--- src/rtl/output_load_sequencer.sv ---
// Unload sequencer for the PIM output buffer: walks result words out
// through a small FIFO and hands them to the core over valid/ready.
module output_load_sequencer #(
    parameter int FIFO_DEPTH = 4
) (
    input  logic        clk_i,
    input  logic        rst_ni,
    input  logic        start_i,
    input  logic [2:0]  mode_i,
    input  logic        flush_i,
    output logic        load_en_o,
    output logic [4:0]  load_cnt_o,
    input  logic [31:0] output_buffer_i,
    output logic [31:0] rdata_o,
    output logic        rvalid_o,
    input  logic        rready_i,
    output logic        busy_o,
    output logic        done_o,
    output logic        err_o
);

    localparam int PW = $clog2(FIFO_DEPTH);
    localparam int CW = $clog2(FIFO_DEPTH + 1);

    localparam logic [2:0] MODE_READ     = 3'b011;
    localparam logic [2:0] MODE_PARALLEL = 3'b101;
    localparam logic [2:0] MODE_RBR      = 3'b110;

    typedef enum logic [1:0] {
        IDLE,
        LOAD,
        DRAIN
    } state_t;

    state_t state_q, state_d;

    logic [5:0]    total_q, total_d;
    logic [5:0]    issued_q, issued_d;
    logic [4:0]    cnt_q, cnt_d;
    logic          done_q, done_d;
    logic          err_q, err_d;

    logic [31:0]   mem_q [FIFO_DEPTH];
    logic [PW-1:0] wr_ptr_q, rd_ptr_q;
    logic [CW-1:0] count_q;

    logic          fifo_full;
    logic          push, pop;
    logic          last_push;
    logic          drain_empty;
    logic          mode_ok;
    logic [5:0]    mode_total;

    always_comb begin
        mode_ok    = 1'b1;
        mode_total = 6'd32;
        unique case (mode_i)
            MODE_READ:     mode_total = 6'd1;
            MODE_PARALLEL: mode_total = 6'd32;
            MODE_RBR:      mode_total = 6'd32;
            default:       mode_ok    = 1'b0;
        endcase
    end

    // Full check uses the pre-pop count, so a full FIFO never pushes.
    assign fifo_full   = (count_q == CW'(FIFO_DEPTH));
    assign load_en_o   = (state_q == LOAD) && !fifo_full;
    assign push        = load_en_o;
    assign pop         = rvalid_o && rready_i;
    assign last_push   = push && (issued_q == total_q - 6'd1);
    assign drain_empty = (count_q == '0) || ((count_q == CW'(1)) && pop);

    always_comb begin
        state_d  = state_q;
        total_d  = total_q;
        issued_d = issued_q;
        cnt_d    = cnt_q;
        done_d   = 1'b0;
        err_d    = 1'b0;
        if (flush_i) begin
            state_d  = IDLE;
            issued_d = 6'd0;
            cnt_d    = 5'd31;
        end else begin
            unique case (state_q)
                IDLE: begin
                    if (start_i && mode_ok) begin
                        total_d  = mode_total;
                        issued_d = 6'd0;
                        cnt_d    = 5'd31;
                        state_d  = LOAD;
                    end else if (start_i) begin
                        err_d = 1'b1;
                    end
                end
                LOAD: begin
                    if (push) begin
                        issued_d = issued_q + 6'd1;
                        if (last_push) begin
                            cnt_d   = 5'd31;
                            state_d = DRAIN;
                        end else if (total_q != 6'd1) begin
                            cnt_d = cnt_q - 5'd1;
                        end
                    end
                end
                DRAIN: begin
                    if (drain_empty) begin
                        state_d = IDLE;
                        done_d  = 1'b1;
                    end
                end
                default: state_d = IDLE;
            endcase
        end
    end

    always_ff @(posedge clk_i) begin
        if (!rst_ni) begin
            state_q  <= IDLE;
            total_q  <= 6'd1;
            issued_q <= 6'd0;
            cnt_q    <= 5'd31;
            done_q   <= 1'b0;
            err_q    <= 1'b0;
        end else begin
            state_q  <= state_d;
            total_q  <= total_d;
            issued_q <= issued_d;
            cnt_q    <= cnt_d;
            done_q   <= done_d;
            err_q    <= err_d;
        end
    end

    always_ff @(posedge clk_i) begin
        if (!rst_ni) begin
            wr_ptr_q <= '0;
            rd_ptr_q <= '0;
            count_q  <= '0;
            for (int i = 0; i < FIFO_DEPTH; i++) begin
                mem_q[i] <= '0;
            end
        end else if (flush_i) begin
            wr_ptr_q <= '0;
            rd_ptr_q <= '0;
            count_q  <= '0;
        end else begin
            if (push) begin
                mem_q[wr_ptr_q] <= output_buffer_i;
                wr_ptr_q        <= wr_ptr_q + 1'b1;
            end
            if (pop) begin
                rd_ptr_q <= rd_ptr_q + 1'b1;
            end
            count_q <= count_q + CW'(push) - CW'(pop);
        end
    end

    assign load_cnt_o = cnt_q;
    assign rdata_o    = mem_q[rd_ptr_q];
    assign rvalid_o   = (count_q != '0);
    assign busy_o     = (state_q != IDLE);
    assign done_o     = done_q;
    assign err_o      = err_q;

endmodule

--- config.mk ---
export PLATFORM = sky130hd
export DESIGN_NAME = output_load_sequencer
export DESIGN_NICKNAME = d
export VERILOG_FILES = /design/src/rtl/output_load_sequencer.sv
export SDC_FILE = /design/constraint.sdc
export NUM_CORES = 1
export LEC_CHECK = 0
export ABC_AREA = 1
export BUFFER_PORTS_ARGS = -buffer_cell sky130_fd_sc_hd__buf_2
export CAP_MARGIN = 20
export CELL_PAD_IN_SITES_DETAIL_PLACEMENT = 0
export CELL_PAD_IN_SITES_GLOBAL_PLACEMENT = 2
export CORE_MARGIN = 2
export CORE_UTILIZATION = 40
export CTS_BUF_LIST = sky130_fd_sc_hd__clkbuf_8 sky130_fd_sc_hd__clkbuf_16
export CTS_CLUSTER_DIAMETER = 40
export DETAILED_ROUTE_END_ITERATION = 10
export PLACE_DENSITY_LB_ADDON = 0.15
export SYNTH_ARGS = -nofsm -noshare
export SYNTH_HDL_FRONTEND = slang
export SYNTH_SLANG_ARGS = --single-unit
--- constraint.sdc ---
create_clock -name clk_i -period 5.6 [get_ports clk_i]
set_input_delay 0.28 -clock clk_i [delete_from_list [all_inputs] [get_ports clk_i]]
set_output_delay 0.28 -clock clk_i [all_outputs]
set_load 0.02 [all_outputs]
==> impl_metrics.tcl, run 1 <==
set metrics [dict create \
    yosysWarningCount 0 \
    synth.largest_area_cell "edfxtp_1" \
    cts_tree "built" \
    clock-sinks 154 \
    vias 4925 \
    nets 792 \
    drv_cap 0 \
    post-cts-setup-buffers 0 \
    endpoint_kind "flip-flop" \
    cts_buffers 17 \
    crit_arrival_ns 3.20 \
    worstHoldPathCells 2 \
    ys_seq_elements 154 \
    p_switching_uw 571 \
    wl_mm 16.1 \
    power_mw 2.63 \
    clock_latency_ns 0.42 \
    drt_iter0_markers 381 \
    fmax_mhz 317 \
    ctsHoldBuffers 0 \
    pwr-share-comb_pct 5.7 \
    grt_pass1_wl_mm 25.2 \
    clk_path_buf_depth 2 \
    rows 47 \
    slew_violations 0 \
    n_antenna_cell 0 \
    ant_nets 0 \
    ys_top_cells_by_area "edfxtp_1, nor2_1, dfxtp_1, o21ai_0, inv_1" \
    rr_worst_depth 8 \
    hp-start "rst_ni" \
    wl_per_cell_um 16.4 \
    die_area_um2 17800 \
    rsz0062_at_grt "false" \
    hold_end "total_q[0]$_SDFFE_PN1P_" \
    p_leak_nw 3.38 \
    cts_resized 0 \
    grt_pass1_vias 4936 \
    synth_area_um2 6710 \
    tns_ns 0 \
    overflow 0 \
    dr.pass1.iters 5 \
    timing.final.ws_setup_ns 2.44 \
    path_clk_slew_ns 0.06 \
    final-hold-violation-count 0 \
    min_period_ns 3.16 \
    worstPathRequired_ns 5.64 \
    power.density_nw_per_um2 332 \
    path_class "reg2reg" \
    worstReg2RegEnd "mem_q[1][8]$_SDFFCE_PN0P_" \
    crit_fanout 34 \
    start_util_pct 40.7 \
    netlist_instances 675 \
    setup_violations 0 \
    fin_skew_ns 0.00616 \
    rrSetupSlack_ns 2.44 \
    dieWidth_um 133 \
    place_ws_ns 2.14 \
    antenna_found_initial 0 \
    pwr-share-clk_pct 45.3 \
    synth_nets 721 \
    switching_share_pct 21.7 \
    synth_top_area_share_pct 57.3 \
    tightest_slew_ns 0.971 \
    drive_above_1_share_pct 17.5 \
    core_area_um2 16500 \
    area_growth_pct 18.0 \
    synth_seq_area_share_pct 65.1 \
    htreeDepth 4 \
    dp_hpwl_mm 9.49 \
    max_slew_margin_pct 35.2 \
    io_pins 82 \
    fin_crit_sh_pct 56.4 \
    synth.distinct_cells 29 \
    crit_path_start "state_q[0]$_SDFFE_PP0P_" \
    r2r-start "state_q[0]$_SDFFE_PP0P_" \
    cts_root_buf "clkbuf_16" \
    post-route-drc-count 0 \
    status "finished clean" \
    p_int_mw 2.06 \
    fin_util_pct 48.1 \
    track_usage_pct 18.5 \
    cp-start-kind "flip-flop" \
    via_per_inst 5.03 \
    grt_start_max_net_pins 66 \
    syn_avg_cell_area_um2 9.94 \
    die_h_um 133 \
    routabilityCongestion 0.779 \
    hp-class "in2reg" \
    io_buffers 81 \
    seqPwrFrac_pct 49.1 \
    place_area_um2 7290 \
    peakVddDrop_uv 228 \
    final_cell_area_um2 7920 \
]
[cell usage in the layout (no fill, tap or decap), drive strengths merged, types with 4 or more instances in the layout]
| cell type | n |
|---|---|
| o22ai | 32 |
| buf | 85 |
| clkbuf | 17 |
| nand2 | 44 |
| ha | 5 |
| bufinv | 4 |
| nand3 | 31 |
| clkinv | 9 |
| dfxtp | 26 |
| inv | 67 |
| nor2 | 210 |
| o21ai | 74 |
| edfxtp | 128 |
| a21oi | 13 |
[cell usage after synthesis]
library cell,number
nor2_1,206
nand3_2,2
o21bai_1,1
nand2_2,2
nand3_1,29
fa_1,1
xnor2_1,1
nor3_1,1
ha_1,5
nand4_1,2
or2_2,1
xor2_1,2
or2_1,1
nand2_4,1
o22ai_1,32
clkbuf_1,24
o21a_1,1
inv_2,3
nor2_4,4
edfxtp_1,128
nor4b_1,1
o21ai_0,74
buf_1,2
dfxtp_1,26
clkinv_1,1
buf_2,7
a21oi_1,13
nand2_1,41
inv_1,63
[flip-flops by register name, summed over array words and instances, names as in the netlist, named ones only]
name        cells
rd_ptr_q        2
count_q         3
load_cnt_o      5
err_o           1
wr_ptr_q        2
mem_q         128
total_q         2
issued_q        6
state_q         2
done_o          1
[power groups by stage]
stage | Combinational [mW] | Clock (mW) | Sequential, mW
finish | 0.149 | 1.19 | 1.29
detailed placement | 0.152 | 0 | 1.31
global placement | 0.150 | 0 | 1.31
CTS | 0.152 | 1.21 | 1.29
floorplan | 0.0900 | 0 | 1.31
global route | 0.167 | 1.25 | 1.29
[cell families (layout without fill, tap and decap cells)]
group	after synthesis	after routing	synth area share (%)
compound gates	121	121	9.70
xor+xnor	3	3	0.392
fa+ha+maj	6	6	1.23
buf+inv	100	184	5.73
flops	154	154	65.1
simple gates	291	291	17.9
[per-stage QoR]
stage	std cells	hold slack [ns]
6_report	979	0.117
4_1_cts	978	0.0907
2_1_floorplan	675	0.349
3_3_place_gp	946	0.459
5_1_grt	979	0.100
3_5_place_dp	946	0.457
[worst max-delay path by stage]
stage / endpoint / slack [ns] / cells past startpoint
after floorplan: mem_q[1][0]$_SDFFCE_PN0P_ / 3.28 / 9
after global placement: mem_q[1][9]$_SDFFCE_PN0P_ / 2.23 / 9
after detailed placement: mem_q[1][17]$_SDFFCE_PN0P_ / 2.14 / 9
after CTS: mem_q[1][17]$_SDFFCE_PN0P_ / 2.36 / 8
after global routing: mem_q[1][31]$_SDFFCE_PN0P_ / 2.16 / 7
final: mem_q[1][8]$_SDFFCE_PN0P_ / 2.44 / 8
[cell type report]
class | count | area [um2]
fill | 1597 | 8550
sequential | 154 | 4370
multi-input combinational | 421 | 1970
timing repair buffer | 85 | 448
clock buffer | 17 | 425
tap | 220 | 275
inverter | 67 | 251
clock inverter | 15 | 180
[routing by layer]
metal | part of all wire, % | track usage, %
met3 | 4.8 | 3.84
met4 | 0.47 | 6.86
met5 | 0 | 0
met1 | 45 | 23.3
met2 | 50 | 31.7
[worst max-delay path: stages, from the launching register on]
cell and delay, ns:
dfxtp_1 0.33, inv_1 0.08, nor2_4 0.25, nand2_4 0.13
nor2_4 0.13, inv_2 0.30, nor2_4 0.22, nand2_2 0.45
nand2_2 0.86
Note: power is estimated with default switching activity, not from simulation.
==> inputs of run 2 (changes only) <==
- CORE_UTILIZATION: 40 -> 33
- clock period: 5.6 -> 2.9 ns (I/O delays scaled with it)
==> impl_metrics.tcl, run 2 (synthesis results as in run 1) <==
set metrics [dict create \
    status "finished clean" \
    crit_family "buffers and inverters" \
    tightest_slew_ns 0.621 \
    via_per_inst 4.69 \
    mostFrequentLayoutCells "nor2_1, edfxtp_1, buf_2" \
    tns_ns 0 \
    hp-class "in2reg" \
    ctsHoldBuffers 1 \
    worstPathRequired_ns 2.76 \
    crit_fanout 34 \
    drive_above_1_share_pct 18.7 \
    cts_tree "built" \
    area_growth_pct 20.9 \
    hp-start "start_i" \
    worstReg2RegEnd "mem_q[3][18]$_DFFE_PP_" \
    critical_path.max_stage_delay_ns 0.73 \
    slew_violations 0 \
    grt_pass1_wl_mm 26.0 \
    nFillCells 1982 \
    rr_worst_depth 9 \
    crit_buf_inv 3 \
    final_cell_area_um2 8110 \
    cts_root_buf "clkbuf_16" \
    power.density_nw_per_um2 631 \
    htreeDepth 4 \
    grt_pass1_vias 4989 \
    crit_arrival_ns 2.33 \
    antenna_found_initial 0 \
    rsz0062_at_grt "false" \
    nets 803 \
    dieWidth_um 147 \
    slowest_stage "dfxtp_2" \
    power_mw 5.12 \
    p_leak_nw 3.45 \
    setup_violations 0 \
    routabilityCongestion 0.749 \
    r2r-start "state_q[0]$_SDFFE_PP0P_" \
    clk_path_buf_depth 2 \
    path_class "reg2out" \
    min_period_ns 2.47 \
    max_slew_margin_pct 58.6 \
    path_clk_slew_ns 0.06 \
    endpoint_kind "output pin" \
    die_h_um 147 \
    clock_latency_ns 0.42 \
    cts_resized 0 \
    drt_iter0_markers 189 \
    rows 52 \
    largest_reg_flops 128 \
    cp-start-kind "flip-flop" \
    wl_mm 16.2 \
    core_area_um2 20100 \
    final_common_cell "nor2_1" \
    drv_cap 0 \
    io_buffers 81 \
    worstHoldPathCells 2 \
    io_pins 82 \
    ant_nets 0 \
    grt_start_max_net_pins 35 \
    cts_buffers 17 \
    fin_skew_ns 0.00780 \
    wl_per_cell_um 15.6 \
    overflow 0 \
    peakVddDrop_uv 403 \
    place_area_um2 7470 \
    vias 4875 \
    hold_end "err_o$_SDFF_PP0_" \
    fmax_mhz 404 \
    start_util_pct 33.4 \
    crit_cells 5 \
    whs_ns 0.0264 \
    track_usage_pct 15.7 \
    fin_crit_sh_pct 85.3 \
    fin_util_pct 40.3 \
    n_antenna_cell 0 \
    max_flop_register "mem_q" \
    final-hold-violation-count 0 \
    post-route-drc-count 0 \
    path_cells "inv_2 > buf_4 > o21ai_0 > o22ai_1 > buf_2" \
    dr.pass1.iters 4 \
    die_area_um2 21500 \
    dp_hpwl_mm 10.0 \
    clock-sinks 154 \
    post-cts-setup-buffers 0 \
    rrSetupSlack_ns 0.70 \
]
## run 2: worst register-to-register path, delay by kind of cell (launching register included)
kind	cells	cell delay [ns]
buf+inv	4	0.64
simple gates	3	0.52
compound gates	2	0.37
flops	1	0.33
## run 2: worst max-delay path by stage
| stage | slack [ns] | end | startpoint |
|---|---|---|---|
| after CTS | 0.39 | rdata_o[7] | flip-flop |
| after detailed placement | 0.64 | mem_q[3][16]$_DFFE_PP_ | state_q[0]$_SDFFE_PP0P_ |
| after global placement | 0.61 | mem_q[3][21]$_DFFE_PP_ | state_q[0]$_SDFFE_PP0P_ |
| after floorplan | 0.58 | mem_q[1][0]$_SDFFCE_PN0P_ | state_q[0]$_SDFFE_PP0P_ |
| after global routing | 0.24 | rdata_o[7] | flip-flop |
| final | 0.43 | rdata_o[7] | flip-flop |
## run 2: area by class of cell
class	instances	area, um2	area share [%]
clock buffers	17	425	5.25
clock inverters	15	198	2.44
inverters	67	251	3.10
multi-input cells	421	1970	24.3
flip-flops and latches	154	4370	53.8
well taps	270	338	4.17
repair buffers	96	558	6.88
## run 2: power breakdown
group          switching (mW)  internal [mW]  total, mW
registers              0.0236           2.46       2.49
clock network           0.889           1.44       2.33
logic                   0.207         0.0927      0.300
## run 2: per-stage QoR
step,instances,setup WS [ns]
3_3_place_gp,1007,0.612
5_1_grt,1040,0.236
6_report,1040,0.426
3_5_place_dp,1007,0.645
4_1_cts,1040,0.393
2_1_floorplan,675,0.581
## run 2: layer usage
metal	global-route usage, %	share of wire (%)	vias to the layer above
met5	0	0	-
met4	4.61	1.1	0
met3	3.47	3.2	14
met2	27.0	49	80
met1	19.9	46	2342
li1	-	-	2439
